[src/rtl/vcve2_vrf_mem.sv]
// Word-organised VRF storage acting as responder on the data_req/gnt/rvalid bus.
// Grants after GntDelay cycles, byte-enabled writes, one-cycle responses, zero-clear sequence.
module vcve2_vrf_mem #(
  parameter int unsigned VLEN      = 128,
  parameter int unsigned NumVRegs  = 32,
  parameter int unsigned DataWidth = 32,
  parameter int unsigned GntDelay  = 0
) (
  input  logic                 clk_i,
  input  logic                 rst_ni,
  input  logic                 data_req_i,
  output logic                 data_gnt_o,
  output logic                 data_rvalid_o,
  output logic                 data_err_o,
  input  logic                 data_we_i,
  input  logic [3:0]           data_be_i,
  input  logic [31:0]          data_addr_i,
  input  logic [DataWidth-1:0] data_wdata_i,
  output logic [DataWidth-1:0] data_rdata_o,
  input  logic                 init_req_i,
  output logic                 init_busy_o
);

  localparam int unsigned Depth    = NumVRegs * VLEN / DataWidth;
  localparam int unsigned IdxW     = $clog2(Depth);
  localparam int unsigned NumBytes = DataWidth / 8;
  localparam logic [3:0]  CntLoad  = (GntDelay > 0) ? 4'(GntDelay - 1) : 4'd0;

  typedef enum logic [1:0] {
    S_IDLE,
    S_WAIT,
    S_INIT
  } state_e;

  state_e               r_state;
  logic [3:0]           r_cnt;
  logic [IdxW-1:0]      r_clr_idx;
  logic                 r_busy;
  logic                 r_rvalid;
  logic                 r_err;
  logic [DataWidth-1:0] r_rdata;
  logic [DataWidth-1:0] r_mem [Depth];

  logic                 w_gnt;
  logic                 w_bad;
  logic [IdxW-1:0]      w_idx;

  assign w_idx = data_addr_i[IdxW+1:2];
  assign w_bad = (data_addr_i[1:0] != 2'b00) || (data_addr_i[31:2] >= 30'(Depth));

  // Grant is combinational so a zero-delay request completes in its own cycle.
  always_comb begin
    w_gnt = 1'b0;
    case (r_state)
      S_IDLE:  w_gnt = data_req_i && !init_req_i && (GntDelay == 0);
      S_WAIT:  w_gnt = data_req_i && (r_cnt == '0);
      default: w_gnt = 1'b0;
    endcase
  end

  always_ff @(posedge clk_i or negedge rst_ni) begin
    if (!rst_ni) begin
      r_state   <= S_IDLE;
      r_cnt     <= '0;
      r_clr_idx <= '0;
      r_busy    <= 1'b0;
      r_rvalid  <= 1'b0;
      r_err     <= 1'b0;
      r_rdata   <= '0;
    end else begin
      r_rvalid <= w_gnt;
      // Response fields only change on grant, so they hold while rvalid is low.
      if (w_gnt) begin
        r_err   <= w_bad;
        r_rdata <= (w_bad || data_we_i) ? '0 : r_mem[w_idx];
      end
      case (r_state)
        S_IDLE: begin
          if (init_req_i) begin
            r_state   <= S_INIT;
            r_clr_idx <= '0;
            r_busy    <= 1'b1;
          end else if (data_req_i && (GntDelay != 0)) begin
            r_state <= S_WAIT;
            r_cnt   <= CntLoad;
          end
        end
        S_WAIT: begin
          if (!data_req_i || (r_cnt == '0)) begin
            r_state <= S_IDLE;
          end else begin
            r_cnt <= r_cnt - 4'd1;
          end
        end
        S_INIT: begin
          r_clr_idx <= r_clr_idx + 1'b1;
          if (r_clr_idx == IdxW'(Depth - 1)) begin
            r_state <= S_IDLE;
            r_busy  <= 1'b0;
          end
        end
        default: r_state <= S_IDLE;
      endcase
    end
  end

  always_ff @(posedge clk_i) begin
    if (r_state == S_INIT) begin
      r_mem[r_clr_idx] <= '0;
    end else if (w_gnt && data_we_i && !w_bad) begin
      for (int unsigned b = 0; b < NumBytes; b++) begin
        if (data_be_i[b]) begin
          r_mem[w_idx][8*b +: 8] <= data_wdata_i[8*b +: 8];
        end
      end
    end
  end

  assign data_gnt_o    = w_gnt;
  assign data_rvalid_o = r_rvalid;
  assign data_err_o    = r_err;
  assign data_rdata_o  = r_rdata;
  assign init_busy_o   = r_busy;

endmodule

[config.mk]
export PLATFORM = sky130hd
export DESIGN_NAME = vcve2_vrf_mem
export DESIGN_NICKNAME = d
export VERILOG_FILES = /design/src/rtl/vcve2_vrf_mem.sv
export SDC_FILE = /design/constraint.sdc
export NUM_CORES = 2
export LEC_CHECK = 0
export CAP_MARGIN = 10
export CORE_ASPECT_RATIO = 0.8
export CORE_MARGIN = 8
export CORE_UTILIZATION = 55
export CTS_CLUSTER_SIZE = 14
export DETAILED_ROUTE_END_ITERATION = 8
export DONT_BUFFER_PORTS = 1
export PLACE_DENSITY = 0.7
export SLEW_MARGIN = 30
export SYNTH_ARGS = -nofsm -noshare
export SYNTH_HDL_FRONTEND = slang
export SYNTH_SLANG_ARGS = --single-unit
[constraint.sdc]
create_clock -name clk_i -period 6.7 [get_ports clk_i]
set_input_delay 1.005 -clock clk_i [delete_from_list [all_inputs] [get_ports clk_i]]
set_output_delay 1.005 -clock clk_i [all_outputs]
set_load 0.03 [all_outputs]
### Word-level counts from Yosys, hierarchy flattened

Memory sizes are Yosys's and may differ from the RTL's.
Cells that the tools add are included.

| word-level totals | value |
|---|---|
| register bits | 48 |
| bits in latches | 0 |
| memory bits (writable) | 4096 |
| ROM bits | 0 |
| input bits | 73 |
| output and inout port bits | 36 |
| word-level logic and storage cells | 69 |
| memories kept | 1 |

| cells by class | value |
|---|---|
| add/subtract/negate cells | 2 |
| $mul | 0 |
| divide/modulo/power cells | 0 |
| magnitude comparators | 1 |
| eq/ne operators | 6 |
| shift operators | 0 |
| muxes and demuxes | 32 |
| bitwise gates (word level) | 1 |
| reductions and logical operators | 19 |

Memory list:

| name | depth | bits a word | rd ports | clocked after Yosys merged registers in | wr ports | RTL line | source |
|---|---|---|---|---|---|---|---|
| r_mem | 128 | 32 | 1 | 0 | 1 | 42 | `logic [DataWidth-1:0] r_mem [Depth];` |

Operators by type and width:

| kind | count |
|---|---|
| 2-to-1 mux 32 bit | 2 |
| OR reduction 32 bit | 1 |
| >= comparator 30 x 8 -> 1 bit, second input constant | 1 |
| 2-to-1 mux 1 bit | 20 |
| 2-to-1 mux 7 bit | 2 |
| case mux 7 bit (2 select lines) | 1 |
| adder 7 x 1 -> 7 bit, second input constant | 1 |
| equality test 7 bit, second input constant | 1 |
| 2-to-1 mux 2 bit | 3 |
| != test 2 bit, second input constant | 3 |
| case mux 2 bit (3 select lines) | 1 |
| AND reduction 3 bit | 2 |
| logical AND 1 bit | 4 |
| logical NOT 4 bit | 1 |
| 2-to-1 mux 4 bit | 1 |
| case mux 1 bit (2 select lines) | 2 |
| AND reduction 2 bit | 2 |
| nonzero test 2 bit | 2 |
| subtractor 4 x 1 -> 4 bit, second input constant | 1 |
| logical NOT 1 bit | 3 |
| logical OR 1 bit | 3 |
| equality test 2 x 1 -> 1 bit, second input constant | 1 |
| equality test 2 bit, second input constant | 1 |
| logical NOT 2 bit | 1 |
| inverter 1 bit | 1 |

### Depth between registers and ports, before layout

| logic depth | value |
|---|---|
| depth after elaboration | 10 |
| gate-level depth with buffers | 13 |
| mapped depth without buffers | 7 |

### Worst setup path before layout

No wires, ideal clock.

| timing | value |
|---|---|
| path type | input port to flip-flop |
| from | input port data_addr_i[1] |
| to | memory r_mem[0][10] (data pin) |
| library setup time | 0.535 ns |
| arrival | 4.053 ns |
| data required time | 6.165 ns |
| path slack | 2.112 ns |
| stages | 7 |
| path buffers | 3 |
| path through | nor4_1 and4_1 and4_1 buf_2 buf_2 clkbuf_1 and2_1 |

| between the ends | value |
|---|---|
| cells in the longest elaborated chain, start to end | 9 |
| elaborated cells on any way between the ends | 18 |
| classes of those cells | 13 x mux; 5 x reduce/logical |

RTL lines:

| what | RTL line | source |
|---|---|---|
| start: declaration | 17 | `input logic [31:0] data_addr_i,` |
| nonzero test 2 bit (*) | 49 | `assign w_bad = (data_addr_i[1:0] != 2'b00) \|\| (data_addr_i[31:2] >= 30'(Depth));` |
| logical OR 1 bit (*) | 49 |  |
| logical NOT 1 bit (*) | 110 | `end else if (w_gnt && data_we_i && !w_bad) begin` |
| logical AND 1 bit (*) | 110 |  |
| 2-to-1 mux 1 bit | 110 |  |
| 2-to-1 mux 1 bit | 108 | `if (r_state == S_INIT) begin` |
| 2-to-1 mux 1 bit (implied by the code) | 113 | `r_mem[w_idx][8*b +: 8] <= data_wdata_i[8*b +: 8];` |
| OR reduction 32 bit (no line) (*) | - |  |
| 2-to-1 mux 32 bit (no line) (*) | - |  |
| end: declaration | 42 |  |

Mark *: on every way between the ends. The rest lies on a longest branch, timed or not.

### Worst setup path in the final report

| timing | value |
|---|---|
| from | input port data_addr_i[3] |
| to | memory r_mem[83][14] (enable) |

| between the ends | value |
|---|---|
| cells in the longest elaborated chain, start to end | 9 |
| elaborated cells on any way between the ends | 19 |
| classes of those cells | 1 x order compare; 14 x mux; 4 x reduce/logical |

RTL lines:

| what | RTL line |
|---|---|
| >= comparator 30 x 8 -> 1 bit | 49 |
| logical OR 1 bit | 49 |
| logical NOT 1 bit | 110 |
| logical AND 1 bit | 110 |
| 2-to-1 mux 1 bit | 110 |
| 2-to-1 mux 1 bit | 108 |
| 2-to-1 mux 1 bit (implied by the code) | 113 |
| OR reduction 32 bit (no line) | - |
| 2-to-1 mux 7 bit (no line) / 2-to-1 mux 4 bit (equally long branches) | - |

Parallel ways exist; a longest one is shown, timed or not.

==> results.sh <==
export IMPL_postCtsSetupBuffers=0
export IMPL_syn_area_per_cell_sq_um=21.3
export IMPL_reg2reg_setup_slack_ns=2.20
export IMPL_grt_pass1_vias=79900
export IMPL_vias=83300
export IMPL_fp_row_count=178
export IMPL_vias_per_cell=6.97
export IMPL_die_x_um=622
export IMPL_fin_setup_tns_ns=0
export IMPL_async_flop_share_pct=1.01
export IMPL_yosysWarnings=0
export IMPL_min_period_over_period_pct=86.1
export IMPL_gp_congestion=0.855
export IMPL_port_buffers=0
export IMPL_fin_crit_ns=5.77
export IMPL_dieArea_sq_um=312000
export IMPL_p_per_area_nw_per_um2=307
export IMPL_pre_cts_ws_ns=1.85
export IMPL_synth_fp_nets=7676
export IMPL_cts_max_path_buffers=4
export IMPL_critPathKind="primary input to flop"
export IMPL_track_usage_pct=28.1
export IMPL_clk_latency_ns=0.93
export IMPL_layout_drive_gt1_share_pct=22.8
export IMPL_cts_buffers=388
export IMPL_grt_first_pass_wirelength_um=623000
export IMPL_io_pins=109
export IMPL_dieHeight_um=501
export IMPL_layout_nets=7814
export IMPL_hold_path_class="primary input to flop"
export IMPL_synth_edff_count=4096
export IMPL_final_common_cell="edfxtp_1"
export IMPL_fmax_mhz=173
export IMPL_synth_main_ff_cell="edfxtp_1"
export IMPL_wl_per_cell_um=37.5
export IMPL_cp_required_ns=7.22
export IMPL_status="finished, final reports clean"
export IMPL_synthCells=7602
export IMPL_finalSetupViolCount=0
export IMPL_cts_tree="yes"
export IMPL_setup_ws_ns=0.931
export IMPL_initial_core_util_pct=55.1
export IMPL_cp_arrival_ns=6.29
export IMPL_worst_slew_pin_slew_ns=1.18
export IMPL_drt_initial_drc_count=13300
export IMPL_cts_max_level=5
export IMPL_core_region_area_sq_um=293000
export IMPL_ys_ff_latch=4138
export IMPL_irDropWorstVdd_mv=0.232
export IMPL_grt_max_degree=776
export IMPL_drt_total_wl_um=448000
export IMPL_synth_cell_area_sq_um=162000
export IMPL_cts_clk_slew_worst_paths_ns=0.06
export IMPL_finalClockSkew_ns=0.0584
export IMPL_ys_seq_area_share_pct=76.7
export IMPL_area_delta_synth_final_pct=10.5
export IMPL_antenna_found_initial=42
export IMPL_hold_viol_final=0
export IMPL_firstDrtPassIters=6
export IMPL_layout_common_cells="4096 x edfxtp_1, 953 x mux4_2, 558 x nor2_1"
export IMPL_dp_hpwl_um=268000
export IMPL_synth_cell_types=77
export IMPL_drc_errors=0
export IMPL_start_kind="primary input"
export IMPL_rsz0062_at_grt="no"
export IMPL_slew_headroom_pct=20.4
export IMPL_grt_overflow_total=0
export IMPL_drv_cap=0
export IMPL_worstPathMaxFanout=162
export IMPL_p_leak_nw=63.2
export IMPL_cts_root_buf="clkbuf_16"
export IMPL_ant_nets=0
export IMPL_cp_end_kind="flop"
export IMPL_cts_sinks=4138
export IMPL_slew_violations=0
## worst max-delay path: stages
cell and delay, ns:
buf_16 0.51, buf_16 0.69, buf_16 0.48, nor2b_4 0.75, buf_12 0.39, nand3_1 0.19
o31ai_2 0.26, buf_4 0.27, nand2_1 0.06, buf_4 0.31, nor2_1 0.70
## cell type report
cell class / instances / area [sq um]
Sequential cell: 4138 / 124000
Fill cell: 19800 / 115000
Multi-Input combinational cell: 2979 / 34900
Clock buffer: 500 / 10500
Tap cell: 3870 / 4840
Timing Repair Buffer: 224 / 2460
Clock inverter: 206 / 1700
Antenna cell: 23 / 57.6
Inverter: 9 / 48.8
## registers in the layout (all words and copies together), names as in the netlist
| register | flops |
|---|---|
| r_mem | 4096 |
| data_err_o | 1 |
| data_rvalid_o | 1 |
| data_rdata_o | 32 |
| r_clr_idx | 7 |
| r_state | 1 |
## final timing paths
path | startpoint | endpoint | cells past startpoint
setup / recovery | data_addr_i[3] | r_mem[83][14]$_DFFE_PP_ | 11
hold reg to reg | r_clr_idx[4]$_DFFE_PN0P_ | r_clr_idx[4]$_DFFE_PN0P_ | 1
min in group asynchronous | rst_ni | data_rdata_o[11]$_DFFE_PN0P_ | 2
setup reg to reg | r_state[1]$_DFFE_PN0P_ | r_mem[113][15]$_DFFE_PP_ | 9
hold / removal | init_req_i | r_clr_idx[5]$_DFFE_PN0P_ | 1
max in group asynchronous | rst_ni | data_rdata_o[30]$_DFFE_PN0P_ | 2
## stage by stage
step           total power, mW  util (%)  hold WS [ns]  std cells  instance area (sq um)
3_3_place_gp              33.5      56.5         0.548      11200                 166000
5_1_grt                   55.9      60.9         0.168      11900                 178000
2_1_floorplan             31.6         -         0.500       7602                 162000
6_report                  54.9      60.9         0.181      11900                 179000
3_5_place_dp              33.6      56.6         0.580      11200                 166000
4_1_cts                   54.7      60.8         0.142      11900                 178000
## cells by family (layout without fill, tap and decap cells)
group                    count (synthesis)  after routing  share of synthesized area, %
AO/OA/AOI/OAI                          637            637                          2.79
XOR/XNOR                                 4              4                        0.0217
adder cells (fa/ha/maj)                  1              1                       0.00774
buffers and inverters                  485            939                          1.95
flip-flops                            4138           4138                          76.7
multiplexers                          1349           1349                          15.9
other                                    0             23                             0
AND/OR/NAND/NOR                        988            988                          2.55
## cells in the mapped netlist, types with 7 or more instances
cell type,instances,area [sq um]
edfxtp_1,4096,123000
mux4_2,953,21500
nor2_1,568,2130
mux2i_1,370,3700
nand2_1,220,826
clkbuf_1,200,751
a21oi_1,109,546
a22oi_1,105,788
buf_2,104,521
a221oi_1,95,832
o21ai_0,88,440
buf_6,67,754
o22ai_1,43,269
dfrtp_1,42,1050
nand3_1,42,210
nor3_1,42,210
and2_1,40,250
a31oi_1,35,219
buf_8,34,510
buf_4,28,210
buf_1,26,97.6
o221ai_1,24,210
mux4_1,19,499
nor2b_1,17,106
a22o_1,16,140
buf_12,12,240
o211ai_1,12,90.1
o21ai_1,12,60.1
o31ai_1,12,90.1
nor4_1,11,68.8
nand4_1,10,62.6
a221o_1,9,90.1
and3_1,9,56.3
nand2b_1,9,56.3
mux2_2,7,78.8
## routing by layer
layer / part of all wire (%) / track usage (%) / up-vias
met5: 0.049 / 0 / -
met4: 3.9 / 10.1 / 32
met3: 15 / 9.27 / 952
met2: 43 / 39.8 / 6523
met1: 38 / 41.4 / 43700
li1: - / - / 32100
## power by group
part           total, mW  internal [mW]  switching [mW]
Clock               21.5           12.0            9.43
Sequential          28.8           28.6           0.166
Combinational       4.60           1.07            3.53
Total               54.9           41.7            13.1
## repair_timing
action,CTS,global route
endpoints found under the hold margin,42,0
resized for setup,0,0
hold buffers,2,0
Note: power is estimated with default switching activity, not from simulation.
